**src/rtl/clock_pkg.sv**
```systemverilog
// Shared clock/alarm types: alarm FSM state encoding and BCD digit width.
// Pure declarations, no timing or flow control involved.
package clock_pkg;

    localparam int BCD_W = 4;

    typedef enum logic [1:0] {
        ST_IDLE   = 2'd0,
        ST_RING   = 2'd1,
        ST_SNOOZE = 2'd2
    } alarm_state_t;

    function automatic logic bcd_pair_eq(
        input logic [BCD_W-1:0] a_tens,
        input logic [BCD_W-1:0] a_ones,
        input logic [BCD_W-1:0] b_tens,
        input logic [BCD_W-1:0] b_ones
    );
        return (a_tens == b_tens) && (a_ones == b_ones);
    endfunction

endpackage

```
**src/rtl/btn_edge.sv**
```systemverilog
// Single-register rising-edge detector; o_rise is combinational on i_lvl.
// One cycle of history, no flow control.
module btn_edge (
    input  logic clk,
    input  logic CLR_n,
    input  logic i_lvl,
    output logic o_rise
);

    logic r_lvl_q;

    always_ff @(posedge clk or negedge CLR_n) begin
        if (!CLR_n) begin
            r_lvl_q <= 1'b0;
        end else begin
            r_lvl_q <= i_lvl;
        end
    end

    assign o_rise = i_lvl & ~r_lvl_q;

endmodule

```
**src/rtl/alarm_ring.sv**
```systemverilog
// Alarm match detection and IDLE/RING/SNOOZE ringing controller with buzzer pattern.
// Outputs are registered from next-state values (one edge after the causing input); no backpressure.
module alarm_ring
    import clock_pkg::*;
#(
    parameter int RING_SECONDS   = 60,
    parameter int SNOOZE_SECONDS = 300
) (
    input  logic             clk,
    input  logic             CLR_n,
    input  logic             sec_tick,
    input  logic             alarm_en,
    input  logic             isSettingAlarm,
    input  logic [BCD_W-1:0] cur_hour_tens,
    input  logic [BCD_W-1:0] cur_hour_ones,
    input  logic [BCD_W-1:0] cur_minute_tens,
    input  logic [BCD_W-1:0] cur_minute_ones,
    input  logic [BCD_W-1:0] cur_second_tens,
    input  logic [BCD_W-1:0] cur_second_ones,
    input  logic [BCD_W-1:0] alarm_hour_tens,
    input  logic [BCD_W-1:0] alarm_hour_ones,
    input  logic [BCD_W-1:0] alarm_minute_tens,
    input  logic [BCD_W-1:0] alarm_minute_ones,
    input  logic             stop_btn,
    input  logic             snooze_btn,
    output logic             ringing,
    output logic             buzzer,
    output logic             snoozed
);

    localparam int RW = $clog2(RING_SECONDS + 1);
    localparam int SW = $clog2(SNOOZE_SECONDS + 1);
    localparam logic [RW-1:0] RING_TERM   = RW'(RING_SECONDS);
    localparam logic [SW-1:0] SNOOZE_TERM = SW'(SNOOZE_SECONDS);

    alarm_state_t  r_state;
    alarm_state_t  w_state_nxt;
    logic [RW-1:0] r_ring_cnt;
    logic [RW-1:0] w_ring_cnt_nxt;
    logic [RW-1:0] w_ring_inc;
    logic [SW-1:0] r_snooze_cnt;
    logic [SW-1:0] w_snooze_cnt_nxt;
    logic [SW-1:0] w_snooze_inc;
    logic          r_beep_phase;
    logic          w_beep_nxt;
    logic          r_ringing;
    logic          r_buzzer;
    logic          r_snoozed;
    logic          w_ringing_nxt;
    logic          w_buzzer_nxt;
    logic          w_snoozed_nxt;
    logic          w_match;
    logic          w_trigger;
    logic          w_stop_rise;
    logic          w_snooze_rise;
    logic          w_disarm;

    // Alarm fires only at second 00 of the matching minute, and only when armed and not being edited.
    assign w_match = bcd_pair_eq(cur_hour_tens, cur_hour_ones, alarm_hour_tens, alarm_hour_ones)
                   && bcd_pair_eq(cur_minute_tens, cur_minute_ones, alarm_minute_tens, alarm_minute_ones)
                   && (cur_second_tens == '0) && (cur_second_ones == '0)
                   && alarm_en && !isSettingAlarm;

    assign w_disarm     = isSettingAlarm || !alarm_en;
    assign w_ring_inc   = r_ring_cnt + RW'(1);
    assign w_snooze_inc = r_snooze_cnt + SW'(1);

    btn_edge u_match_edge (
        .clk    (clk),
        .CLR_n  (CLR_n),
        .i_lvl  (w_match),
        .o_rise (w_trigger)
    );

    btn_edge u_stop_edge (
        .clk    (clk),
        .CLR_n  (CLR_n),
        .i_lvl  (stop_btn),
        .o_rise (w_stop_rise)
    );

    btn_edge u_snooze_edge (
        .clk    (clk),
        .CLR_n  (CLR_n),
        .i_lvl  (snooze_btn),
        .o_rise (w_snooze_rise)
    );

    always_ff @(posedge clk or negedge CLR_n) begin
        if (!CLR_n) begin
            r_state      <= ST_IDLE;
            r_ring_cnt   <= '0;
            r_snooze_cnt <= '0;
            r_beep_phase <= 1'b0;
            r_ringing    <= 1'b0;
            r_buzzer     <= 1'b0;
            r_snoozed    <= 1'b0;
        end else begin
            r_state      <= w_state_nxt;
            r_ring_cnt   <= w_ring_cnt_nxt;
            r_snooze_cnt <= w_snooze_cnt_nxt;
            r_beep_phase <= w_beep_nxt;
            r_ringing    <= w_ringing_nxt;
            r_buzzer     <= w_buzzer_nxt;
            r_snoozed    <= w_snoozed_nxt;
        end
    end

    // Button edges pre-empt the state's own transition, so a coincident sec_tick is dropped.
    always_comb begin
        w_state_nxt      = r_state;
        w_ring_cnt_nxt   = r_ring_cnt;
        w_snooze_cnt_nxt = r_snooze_cnt;
        w_beep_nxt       = r_beep_phase;
        if (w_disarm) begin
            w_state_nxt = ST_IDLE;
        end else if (w_stop_rise && (r_state != ST_IDLE)) begin
            w_state_nxt = ST_IDLE;
        end else begin
            case (r_state)
                ST_IDLE: begin
                    if (w_trigger) begin
                        w_state_nxt    = ST_RING;
                        w_ring_cnt_nxt = '0;
                        w_beep_nxt     = 1'b1;
                    end
                end
                ST_RING: begin
                    if (w_snooze_rise) begin
                        w_state_nxt      = ST_SNOOZE;
                        w_snooze_cnt_nxt = '0;
                    end else if (sec_tick) begin
                        w_ring_cnt_nxt = w_ring_inc;
                        w_beep_nxt     = ~r_beep_phase;
                        if (w_ring_inc == RING_TERM) begin
                            w_state_nxt = ST_IDLE;
                        end
                    end
                end
                ST_SNOOZE: begin
                    if (sec_tick) begin
                        w_snooze_cnt_nxt = w_snooze_inc;
                        if (w_snooze_inc == SNOOZE_TERM) begin
                            w_state_nxt    = ST_RING;
                            w_ring_cnt_nxt = '0;
                            w_beep_nxt     = 1'b1;
                        end
                    end
                end
                default: begin
                    w_state_nxt = ST_IDLE;
                end
            endcase
        end
    end

    always_comb begin
        w_ringing_nxt = (w_state_nxt == ST_RING);
        w_snoozed_nxt = (w_state_nxt == ST_SNOOZE);
        w_buzzer_nxt  = (w_state_nxt == ST_RING) && w_beep_nxt;
    end

    assign ringing = r_ringing;
    assign buzzer  = r_buzzer;
    assign snoozed = r_snoozed;

endmodule

```
**config.mk**
```make
export PLATFORM = sky130hd
export DESIGN_NAME = alarm_ring
export DESIGN_NICKNAME = d
export VERILOG_FILES = /design/src/rtl/clock_pkg.sv /design/src/rtl/btn_edge.sv /design/src/rtl/alarm_ring.sv
export SDC_FILE = /design/constraint.sdc
export NUM_CORES = 1
export LEC_CHECK = 0
export BUFFER_PORTS_ARGS = -buffer_cell sky130_fd_sc_hd__buf_4
export CAP_MARGIN = 25
export CORE_ASPECT_RATIO = 0.8
export CORE_MARGIN = 4
export CORE_UTILIZATION = 35
export CTS_BUF_LIST = sky130_fd_sc_hd__clkbuf_8
export DETAILED_ROUTE_END_ITERATION = 7
export GPL_TIMING_DRIVEN = 0
export SETUP_SLACK_MARGIN = 0.1
export SYNTH_ARGS = -nofsm -noshare
export SYNTH_HDL_FRONTEND = slang
export SYNTH_SLANG_ARGS = --single-unit
```
**constraint.sdc**
```tcl
create_clock -name clk -period 2.8 [get_ports clk]
set_clock_uncertainty 0.1 [all_clocks]
set_input_delay 0.14 -clock clk [delete_from_list [all_inputs] [get_ports clk]]
set_output_delay 0.14 -clock clk [all_outputs]
set_load 0.005 [all_outputs]
```
==> results.md <==
- Cell area power density: 352 mW/mm^2
- P&R area growth vs syn: 36.3%
- Cell variety after synth: 40
- LEAKAGE: 0.856 nW
- Nets@finish: 261
- DR vias/cell: 4.98
- Register area share after synthesis: 41.7%
- HPWL after detailed placement: 2930 um
- Overall Global Routing Usage: 14.9%
- Slew headroom: 53.7%
- Max-cap viol count: 0
- CTS tree: built
- Share of cells above drive strength 1: 27.5%
- CP arrival: 2.43 ns
- Reg2Reg Setup Slack: 0.49 ns
- Worst setup SP type: input port
- Clk buf depth: 2
- Post-cts hold buffer count: 3
- DRT Pass-1 Iters: 4
- Total gr overflow: 0
- WL final: 3600 um
- Max-slew violation count: 0
- Ys Warns: 0
- Antenna Violating Nets Remaining: 0
- Core footprint: 0.00388 sq mm
- Final cycle utilization of the critical path: 83.2%
- Setup-failing EPs final: 0
- Req. time, crit path: 2.90 ns
- Crit path kind: input port to register
- Fmax: 429 MHz
- First-pass GRT wire length: 6210 um
- Largest net degree at the start of global routing: 25
- Die area: 0.00521 sq mm
- Reg2Reg Capture Point: r_ring_cnt[4]
- Initial antenna violation count: 0
- Chip height: 65.4 um
- Clk sinks: 24
- Die Span X: 79.7 um
- R2R depth: 7
- Area occupied by multi-input gates: 823 sq um
- Initial Utilization: 37.1%
- Hold Path Class: input port to asynchronous set/reset pin
- I/O Pins: 50
- Rows: 20
- Reg2reg start: r_snooze_cnt[0]
- Status: finished, final reports clean
- FF+latch area: 601 sq um
- DP Cell Count: 259
- DR vias: 1324
- #FFs+latches synth: 24
- Fin. Hold Viols: 0
- Fin Setup TNS: 0 ns
- N_diodes: 0
- Fill cells: 356
- Syn nets: 204
- Syn Std Cell Area: 0.00144 sq mm
- Worst Max-Slew Pin Slew: 0.686 ns
- IO buf count: 49
- Crit end category: register
- Root Buffer: clkbuf_8
- H-tree lvl count: 1
- VDD IR max: 0.000159 V
- Post-CTS Setup Bufs: 0
- Worst-skew pair later-pin latency: 0.26 ns
- Clock-pin slew on the worst setup and hold paths: 0.08 ns
- Post-layout min period: 2.33 ns
- Mean Syn Cell Area: 9.28 sq um
- Clock buffer count from CTS: 3
- Vias in the first global route: 1349
- Critical path peak fanout: 9
- Cells after Synth: 155
- RSZ-0062 raised after global routing: false
- DRT iter0 DRCs: 42
- Residual DRC: 0
- Post-CTS resize count: 0
- Detailed-route wire length per cell: 13.5 um
- GPL Wtd Cong: 0.858
- Fin cells: 266
[through the flow]
step	utilization, %	total power [mW]	setup WS [ns]	area [sq um]	hold slack, ns
floorplan	-	0.394	0.759	1440	-0.256
global placement	48.4	0.458	0.566	1880	-0.0471
detailed placement	48.4	0.461	0.525	1880	-0.0416
CTS	50.5	0.700	0.480	1960	0.209
global route	50.5	0.731	0.297	1960	0.214
finish	50.5	0.690	0.471	1960	0.209
[worst max-delay path: stages]
cell and delay (ns):
dlygate4sd3_1 0.53, buf_4 0.14, nor2b_1 0.15, maj3_1 0.40
a211oi_1 0.34, a41oi_4 0.11, or4_1 0.52, nand3_1 0.09
[final cells by class]
class | instances | area share, %
multi-input combinational | 127 | 42.0
sequential | 24 | 30.6
timing repair buffer | 52 | 20.3
tap | 55 | 3.51
clock buffer | 4 | 2.81
buffer | 2 | 0.383
inverter | 2 | 0.383
[cell usage in the layout, fill, tap and decap left out, types with 2 or more instances in the layout]
cell type      count
nor3_1             4
clkbuf_1           2
clkbuf_8           4
nor2b_1            3
and2_1             2
o31ai_1            4
ha_1               2
o21ai_0           16
nor2_1            13
or2_2              2
dlygate4sd3_1      3
and3_1             3
xnor2_1           16
a21oi_1            7
nand4_1            5
nand2_1           10
nand2b_1           8
inv_1              2
buf_4             49
dfrtp_1           24
nand3_1           10
[worst max-delay path by stage]
stage	startpoint	to	slack, ns	depth (start not counted)
2_1_floorplan	r_snooze_cnt[0]	r_ring_cnt[4]	0.76	7
3_3_place_gp	r_snooze_cnt[0]	r_ring_cnt[4]	0.57	7
3_5_place_dp	r_snooze_cnt[0]	r_ring_cnt[4]	0.52	7
4_1_cts	stop_btn	r_ring_cnt[4]	0.48	8
5_1_grt	r_snooze_cnt[0]	r_ring_cnt[4]	0.30	7
6_report	stop_btn	r_ring_cnt[4]	0.47	8
[state kept, by name (all words and copies together) (netlist names)]
register,count
buzzer,1
r_snooze_cnt,9
u_snooze_edge.r_lvl_q,1
r_state,2
ringing,1
u_match_edge.r_lvl_q,1
r_beep_phase,1
r_ring_cnt,6
u_stop_edge.r_lvl_q,1
snoozed,1
[cells by family (layout without fill, tap and decap cells)]
group | Yosys count | count (layout) | synth area share [%]
AOI/OAI and AO/OA | 37 | 37 | 16.8
xor gates and xnor gates | 17 | 17 | 10.3
and+or+nand+nor | 70 | 70 | 27.7
buffers and inverters | 4 | 60 | 1.04
DFF | 24 | 24 | 41.7
adders and majority gates | 3 | 3 | 2.43
[cells in the mapped netlist, drive strengths merged]
| library cell | number | area, sq um |
|---|---|---|
| a211oi | 1 | 7.51 |
| nor3 | 4 | 20.0 |
| a41oi | 2 | 36.3 |
| o21ai | 17 | 85.1 |
| or4 | 2 | 18.8 |
| a21oi | 7 | 35.0 |
| or3 | 1 | 6.26 |
| xor2 | 1 | 8.76 |
| clkbuf | 2 | 7.51 |
| o21bai | 1 | 7.51 |
| nand2b | 8 | 50.1 |
| o31ai | 4 | 30.0 |
| o311ai | 1 | 8.76 |
| and2b | 1 | 7.51 |
| nor3b | 1 | 7.51 |
| xnor2 | 16 | 140 |
| a31oi | 1 | 6.26 |
| maj3 | 1 | 10.0 |
| nand2 | 10 | 37.5 |
| nor2b | 3 | 18.8 |
| o41ai | 1 | 8.76 |
| nor4 | 1 | 6.26 |
| nor4b | 1 | 23.8 |
| nand4 | 5 | 31.3 |
| and4b | 1 | 10.0 |
| nand3 | 10 | 50.1 |
| a22o | 1 | 8.76 |
| a21boi | 1 | 7.51 |
| nand4b | 1 | 8.76 |
| inv | 2 | 7.51 |
| and2 | 2 | 12.5 |
| dfrtp | 24 | 601 |
| or2 | 2 | 12.5 |
| and4 | 1 | 8.76 |
| ha | 2 | 25.0 |
| nor2 | 13 | 48.8 |
| and3 | 3 | 18.8 |
[per-layer routing]
metal,global-route usage [%],vias to the layer above,share of wire [%]
met2,24.3,24,50
met1,20.4,623,46
met4,2.79,0,0.36
li1,-,675,-
met3,3.42,2,3.1
met5,0,-,0
[power breakdown]
part	switching, mW	internal (mW)
logic	0.0366	0.0657
registers	0.00329	0.350
clock network	0.108	0.125
total	0.148	0.542
No activity file was read; power rests on OpenSTA's default activity.
